==> config.mk <==
export PLATFORM = sky130hd
export DESIGN_NAME = mips_debug_dump_unit_flat
export DESIGN_NICKNAME = d
export VERILOG_FILES = /design/src/rtl/mips_debug_dump_unit_if.sv /design/src/rtl/mips_debug_dump_unit.sv /design/src/flat_wrapper.sv
export SDC_FILE = /design/constraint.sdc
export NUM_CORES = 1
export LEC_CHECK = 0
export ABC_AREA = 1
export BUFFER_PORTS_ARGS = -buffer_cell sky130_fd_sc_hd__buf_2
export CAP_MARGIN = 30
export CORE_AREA = 3 3 267 269
export DETAILED_ROUTE_END_ITERATION = 12
export DIE_AREA = 0 0 270 272
export MAX_ROUTING_LAYER = met4
export RECOVER_POWER = 50
export SKIP_LAST_GASP = 1
export SLEW_MARGIN = 10
export SYNTH_ARGS = -nofsm -noshare
export SYNTH_HDL_FRONTEND = slang
export SYNTH_SLANG_ARGS = --single-unit
==> constraint.sdc <==
create_clock -name i_clock -period 7.6 [get_ports i_clock]
set_input_delay 1.52 -clock i_clock [delete_from_list [all_inputs] [get_ports i_clock]]
set_output_delay 1.52 -clock i_clock [all_outputs]
set_load 0.05 [all_outputs]
==> src/rtl/mips_debug_dump_unit_if.sv <==
// Debug request/response bundle between the MicroBlaze debug interface
// (master) and the dump unit (slave).
interface mips_debug_dump_unit_if #(
  parameter int NB_REG = 32
);
  logic [5:0]        i_request_select;
  logic [NB_REG-1:0] o_frame;
  logic              o_eod;
  logic              o_busy;

  modport master (
    output i_request_select,
    input  o_frame,
    input  o_eod,
    input  o_busy
  );

  modport slave (
    input  i_request_select,
    output o_frame,
    output o_eod,
    output o_busy
  );
endinterface

==> src/rtl/mips_debug_dump_unit.sv <==
// Decodes a debug request code, snapshots the addressed source and streams it
// out as 32-bit frames, one per clock, closed by a one-cycle EoD strobe.
module mips_debug_dump_unit #(
  parameter int NB_REG   = 32,
  parameter int N_WORDS  = 3,
  parameter int NB_LATCH = N_WORDS * NB_REG
) (
  input  logic                i_clock,
  input  logic                i_reset,
  mips_debug_dump_unit_if.slave dbg,
  output logic [4:0]          o_reg_read_addr,
  input  logic [NB_REG-1:0]   i_reg_read_data,
  input  logic [NB_REG-1:0]   i_pc,
  input  logic [NB_REG-1:0]   i_data_mem_rd_data,
  input  logic [NB_REG-1:0]   i_instr_mem_rd_data,
  input  logic [NB_LATCH-1:0] i_fetch_data,
  input  logic [NB_LATCH-1:0] i_deco_data,
  input  logic [NB_LATCH-1:0] i_exec_data,
  input  logic [NB_LATCH-1:0] i_mem_data,
  input  logic [NB_REG-1:0]   i_fetch_ctrl,
  input  logic [NB_REG-1:0]   i_deco_ctrl,
  input  logic [NB_REG-1:0]   i_exec_ctrl,
  input  logic [NB_REG-1:0]   i_mem_ctrl
);
  localparam int NB_LEN = $clog2(N_WORDS + 1);
  localparam logic [5:0] CODE_IDLE = 6'h3F;
  localparam logic [5:0] CODE_DMEM = 6'h20;
  localparam logic [5:0] CODE_IMEM = 6'h21;

  typedef enum logic [1:0] {IDLE, SEND, EOD} state_t;

  state_t             r_state, w_next_state;
  logic [5:0]         r_code;
  logic [NB_LEN-1:0]  r_len, r_idx, w_len;
  logic [NB_REG-1:0]  r_words [N_WORDS];
  logic [NB_LATCH-1:0] w_snap;
  logic               w_req;

  // Single-word sources occupy word 0, which is the MS slot of the buffer.
  function automatic logic [NB_LATCH-1:0] as_word0(input logic [NB_REG-1:0] x);
    return {x, {(NB_LATCH-NB_REG){1'b0}}};
  endfunction

  assign o_reg_read_addr = dbg.i_request_select[4:0];
  assign w_req           = (dbg.i_request_select != CODE_IDLE);

  always_comb begin
    w_len  = '0;
    w_snap = '0;
    if (!dbg.i_request_select[5]) begin
      w_len  = NB_LEN'(1);
      w_snap = as_word0(i_reg_read_data);
    end else begin
      case (dbg.i_request_select)
        CODE_DMEM, CODE_IMEM: w_len = NB_LEN'(1);
        6'h22: begin w_len = NB_LEN'(1);       w_snap = as_word0(i_pc);         end
        6'h24: begin w_len = NB_LEN'(N_WORDS); w_snap = i_fetch_data;           end
        6'h25: begin w_len = NB_LEN'(1);       w_snap = as_word0(i_fetch_ctrl); end
        6'h26: begin w_len = NB_LEN'(N_WORDS); w_snap = i_deco_data;            end
        6'h27: begin w_len = NB_LEN'(1);       w_snap = as_word0(i_deco_ctrl);  end
        6'h28: begin w_len = NB_LEN'(N_WORDS); w_snap = i_exec_data;            end
        6'h29: begin w_len = NB_LEN'(1);       w_snap = as_word0(i_exec_ctrl);  end
        6'h2A: begin w_len = NB_LEN'(N_WORDS); w_snap = i_mem_data;             end
        6'h2B: begin w_len = NB_LEN'(1);       w_snap = as_word0(i_mem_ctrl);   end
        default: ;
      endcase
    end
  end

  always_comb begin
    w_next_state = r_state;
    case (r_state)
      IDLE: if (w_req) w_next_state = (w_len != '0) ? SEND : EOD;
      SEND: if (r_idx == NB_LEN'(r_len - NB_LEN'(1))) w_next_state = EOD;
      EOD:  w_next_state = IDLE;
      default: w_next_state = IDLE;
    endcase
  end

  always_ff @(posedge i_clock) begin
    if (i_reset) begin
      r_state <= IDLE;
      r_code  <= CODE_IDLE;
      r_len   <= '0;
      r_idx   <= '0;
      for (int k = 0; k < N_WORDS; k++) r_words[k] <= '0;
    end else begin
      r_state <= w_next_state;
      case (r_state)
        IDLE: if (w_req) begin
          r_code <= dbg.i_request_select;
          r_len  <= w_len;
          r_idx  <= '0;
          for (int k = 0; k < N_WORDS; k++)
            r_words[k] <= w_snap[NB_LATCH-1-k*NB_REG -: NB_REG];
        end
        SEND: r_idx <= r_idx + NB_LEN'(1);
        default: ;
      endcase
    end
  end

  // Memory words bypass the snapshot: the memories answer one cycle after
  // the request, which is exactly the single SEND cycle.
  always_comb begin
    dbg.o_frame = '0;
    if (r_state == SEND) begin
      if (r_code == CODE_DMEM)      dbg.o_frame = i_data_mem_rd_data;
      else if (r_code == CODE_IMEM) dbg.o_frame = i_instr_mem_rd_data;
      else                          dbg.o_frame = r_words[r_idx];
    end
  end

  assign dbg.o_eod  = (r_state == EOD);
  assign dbg.o_busy = (r_state != IDLE);
endmodule
==> src/flat_wrapper.sv <==
// flat-port wrapper written by rule: the top's interface ports become plain ports
module mips_debug_dump_unit_flat 
#(
  parameter int NB_REG   = 32,
  parameter int N_WORDS  = 3,
  parameter int NB_LATCH = N_WORDS * NB_REG
)
  (i_clock, i_reset, o_reg_read_addr, i_reg_read_data, i_pc, i_data_mem_rd_data, i_instr_mem_rd_data, i_fetch_data, i_deco_data, i_exec_data, i_mem_data, i_fetch_ctrl, i_deco_ctrl, i_exec_ctrl, i_mem_ctrl, dbg_i_request_select, dbg_o_frame, dbg_o_eod, dbg_o_busy);
  mips_debug_dump_unit_if #(.NB_REG(NB_REG)) dbg_i ();
  input  logic i_clock;
  input  logic i_reset;
  output logic [4:0] o_reg_read_addr;
  input  logic [NB_REG-1:0] i_reg_read_data;
  input  logic [NB_REG-1:0] i_pc;
  input  logic [NB_REG-1:0] i_data_mem_rd_data;
  input  logic [NB_REG-1:0] i_instr_mem_rd_data;
  input  logic [NB_LATCH-1:0] i_fetch_data;
  input  logic [NB_LATCH-1:0] i_deco_data;
  input  logic [NB_LATCH-1:0] i_exec_data;
  input  logic [NB_LATCH-1:0] i_mem_data;
  input  logic [NB_REG-1:0] i_fetch_ctrl;
  input  logic [NB_REG-1:0] i_deco_ctrl;
  input  logic [NB_REG-1:0] i_exec_ctrl;
  input  logic [NB_REG-1:0] i_mem_ctrl;
  input wire logic [$bits(dbg_i.i_request_select)-1:0] dbg_i_request_select;
  output wire logic [$bits(dbg_i.o_frame)-1:0] dbg_o_frame;
  output wire logic [$bits(dbg_i.o_eod)-1:0] dbg_o_eod;
  output wire logic [$bits(dbg_i.o_busy)-1:0] dbg_o_busy;
  assign dbg_i.i_request_select = dbg_i_request_select;
  assign dbg_o_frame = dbg_i.o_frame;
  assign dbg_o_eod = dbg_i.o_eod;
  assign dbg_o_busy = dbg_i.o_busy;
  mips_debug_dump_unit #(.NB_REG(NB_REG), .N_WORDS(N_WORDS), .NB_LATCH(NB_LATCH)) u_core (.i_clock(i_clock), .i_reset(i_reset), .dbg(dbg_i), .o_reg_read_addr(o_reg_read_addr), .i_reg_read_data(i_reg_read_data), .i_pc(i_pc), .i_data_mem_rd_data(i_data_mem_rd_data), .i_instr_mem_rd_data(i_instr_mem_rd_data), .i_fetch_data(i_fetch_data), .i_deco_data(i_deco_data), .i_exec_data(i_exec_data), .i_mem_data(i_mem_data), .i_fetch_ctrl(i_fetch_ctrl), .i_deco_ctrl(i_deco_ctrl), .i_exec_ctrl(i_exec_ctrl), .i_mem_ctrl(i_mem_ctrl));
endmodule
==> results.py <==
metrics = {
    "power_and_ir_drop": {
        "peakVddDrop_uv": 94.5,
        "p_per_area_nw_per_um2": 141,
        "p_leak_nw": 7.44,
    },
    "cts": {
        "clock_sinks": 110,
        "postCtsHoldBufs": 0,
        "cts_tree": "done",
        "cts_buffers": 9,
        "cts_htree_levels": 3,
        "cts_buffer_depth": 2,
        "path_clk_slew_ns": 0.09,
        "clk_latency_ns": 0.38,
        "post_cts_resized": 0,
        "clockRootBuffer": "clkbuf_16",
        "post-cts-setup-buffer-count": 0,
    },
    "yosys": {
        "ys_warn_count": 0,
        "synth_seq_cells": 110,
        "ys_types": 27,
        "syn_inst": 1685,
        "synth_area_um2": 10500,
        "synth_edf_count": 96,
        "postSynthAreaPerCell_um2": 6.24,
        "syn-num-nets": 2333,
        "async_flop_share": 0,
        "seq_area_frac_synth": 0.301,
        "synth_top_flop_cell": "edfxtp_1",
    },
    "worst_setup_path": {
        "critPathMostFrequentCell": "nand2_1",
        "cp_max_fo": 62,
        "cpLargestDelayFamily": "buffers and inverters",
        "critical-path-max-stage-delay_ns": 1.99,
        "endpoint": "u_core.r_words[2][9]",
        "cp-start-kind": "input port",
        "cp.buffers_inverters": 4,
        "cp.depth": 8,
        "cp-end-kind": "flop",
        "worstPathArrival_ns": 5.34,
        "r2r-end": "u_core.r_words[2][9]",
        "critPathKind": "in -> reg",
        "worstPathCellList": "clkbuf_1, nand2_1, clkinv_1, buf_4, nand4_1, nand2_1, nand2_1, clkbuf_1",
        "r2r_slack_ns": 3.65,
        "critPathRequiredTime_ns": 7.53,
        "slowest_stage": "clkbuf_1",
        "r2r_start": "u_core.r_state[0]",
        "reg2reg_depth": 4,
        "timing.critical_path.from": "dbg_i_request_select[5]",
    },
    "run": {
        "cap_violations": 3,
    },
    "sta": {
        "period_share": 0.712,
        "setup_viol": 0,
        "period_minus_slack_ns": 5.41,
        "hold_viol": 0,
        "setup_tns_ns": 0,
        "fmaxAchievable_mhz": 185,
        "slew_viol_final": 119,
        "timing.final.ws_setup_ns": 2.19,
        "whs_ns": 0.492,
        "slew_headroom": -0.825,
        "fin_worst_skew_ns": 0.0138,
        "tightest_slew_ns": 2.74,
        "grt_setup_unrepaired": "false",
    },
    "run_status": {
        "failed_checks": "capacitance limit, slew limit",
        "status": "finished with violations",
    },
    "drt": {
        "drtAntennaViolNets": 0,
        "top_layer_used": "met4",
        "drc_errors": 0,
        "wl_per_cell_um": 21.9,
        "vias": 14300,
        "vias_per_cell": 4.44,
        "drtIter0Drc": 1130,
        "finalWirelength_mm": 70.3,
        "met2_wirelength_mm": 33.1,
        "wl_met1_mm": 32.0,
        "wl_met3_mm": 4.48,
        "drt_pass1_iterations": 5,
    },
    "min_path": {
        "hp-class": "reg -> reg",
    },
    "place": {
        "port-buffer-count": 686,
        "place.gp.congestion": 0.913,
        "dpl_worst_slack_ns": 3.16,
        "placed_cell_area_um2": 14800,
        "hpwl_mm": 57.4,
    },
    "final_layout": {
        "layout_commonest_cell": "buf_2",
        "finalInstanceArea_um2": 15100,
        "layout_common_cells": "buf_2 (678), nand2_1 (472), nand3_1 (362)",
        "final_core_util": 0.220,
        "drive_above_1_share": 0.329,
        "multi_input_area_um2": 6420,
        "area_growth_pct": 43.9,
        "seqCellArea_um2": 3170,
        "nFillCells": 7896,
        "layout.nets": 2913,
    },
    "floorplan": {
        "die_h_um": 272,
        "die_w_um": 270,
        "core_area_um2": 68800,
        "io_pins": 687,
        "start_util": 0.153,
        "dieArea_um2": 73400,
        "rows": 96,
    },
    "global_routing": {
        "grt_pass1_wl_mm": 97.6,
        "grt_max_degree": 190,
        "grt_use_total": 0.187,
        "grt_pass1_vias": 14000,
        "grt_antenna_before_repair": 20,
        "grt_remaining_overflow": 0,
    },
}
-- flip-flops by register name (all words and copies together) (netlist names), named ones only --
register / count
u_core.r_words: 96
u_core.r_code: 6
u_core.r_idx: 2
u_core.r_len: 2
u_core.r_state: 2
-- cell families after synthesis --
family                    Yosys count  share of synthesized area
AOI/OAI and AO/OA                 109                     0.0651
xor gates and xnor gates            1                   0.000833
buffers and inverters             236                     0.0932
DFF                               110                      0.301
muxes                              17                     0.0162
and+or+nand+nor                  1212                      0.524
-- worst min path at each step --
stage,startpoint,to,cells after the start
final,u_core.r_len[1],u_core.r_len[1],2
after global routing,u_core.r_len[1],u_core.r_len[1],2
after CTS,u_core.r_len[1],u_core.r_len[1],2
after detailed placement,u_core.r_len[1],u_core.r_len[1],2
after global placement,u_core.r_code[5],u_core.r_code[5],2
after floorplan,u_core.r_code[5],u_core.r_code[5],2
-- where the power goes --
| group | switching, W | internal [W] |
|---|---|---|
| Sequential | 0.0000868 | 0.000781 |
| Combinational | 0.000526 | 0.000240 |
| Clock | 0.000263 | 0.000236 |
-- cells in the mapped netlist (2+ instances only) --
cell type  number  area, um2
buf_1          11       41.3
edfxtp_1       96       2880
inv_1          79        297
dfxtp_1        14        280
nand4_1       125        782
o31ai_1        16        120
buf_4          10       75.1
nand2_1       472       1770
a31oi_1         2       12.5
a21oi_1        20        100
mux2i_1        17        170
buf_2          45        225
o21ai_0        36        180
nor2_1        181        679
nand3_1       361       1810
inv_2           7       26.3
nor3_1          2       10.0
nor2_2          4       25.0
clkbuf_1       83        312
o211ai_1       34        255
and2_1         64        400
-- area by class of cell --
cell class	instances	share of cell area
Antenna cell	13	0.00215
Timing Repair Buffer	718	0.246
Multi-Input combinational cell	1339	0.425
Inverter	87	0.0216
Tap cell	931	0.0770
Clock buffer	9	0.0149
Clock inverter	7	0.00480
Sequential cell	110	0.209
-- routing by layer --
layer / up-vias / GRT usage
li1: 6897 / -
met1: 6641 / 0.258
met2: 694 / 0.296
met3: 40 / 0.0243
met4: 0 / 0.0327
met5: - / -
-- worst min-delay path, delay by kind of cell, from the launching register on --
kind / cells / cell delay (ns)
and+or+nand+nor: 2 / 0.13
DFF: 1 / 0.33
-- stage by stage --
stage,instances,total power (W)
2_1_floorplan,1685,0.00119
3_3_place_gp,3182,0.00166
3_5_place_dp,3184,0.00166
4_1_cts,3200,0.00218
5_1_grt,3213,0.00227
6_report,3214,0.00213
(Power assumes the default switching activity.)
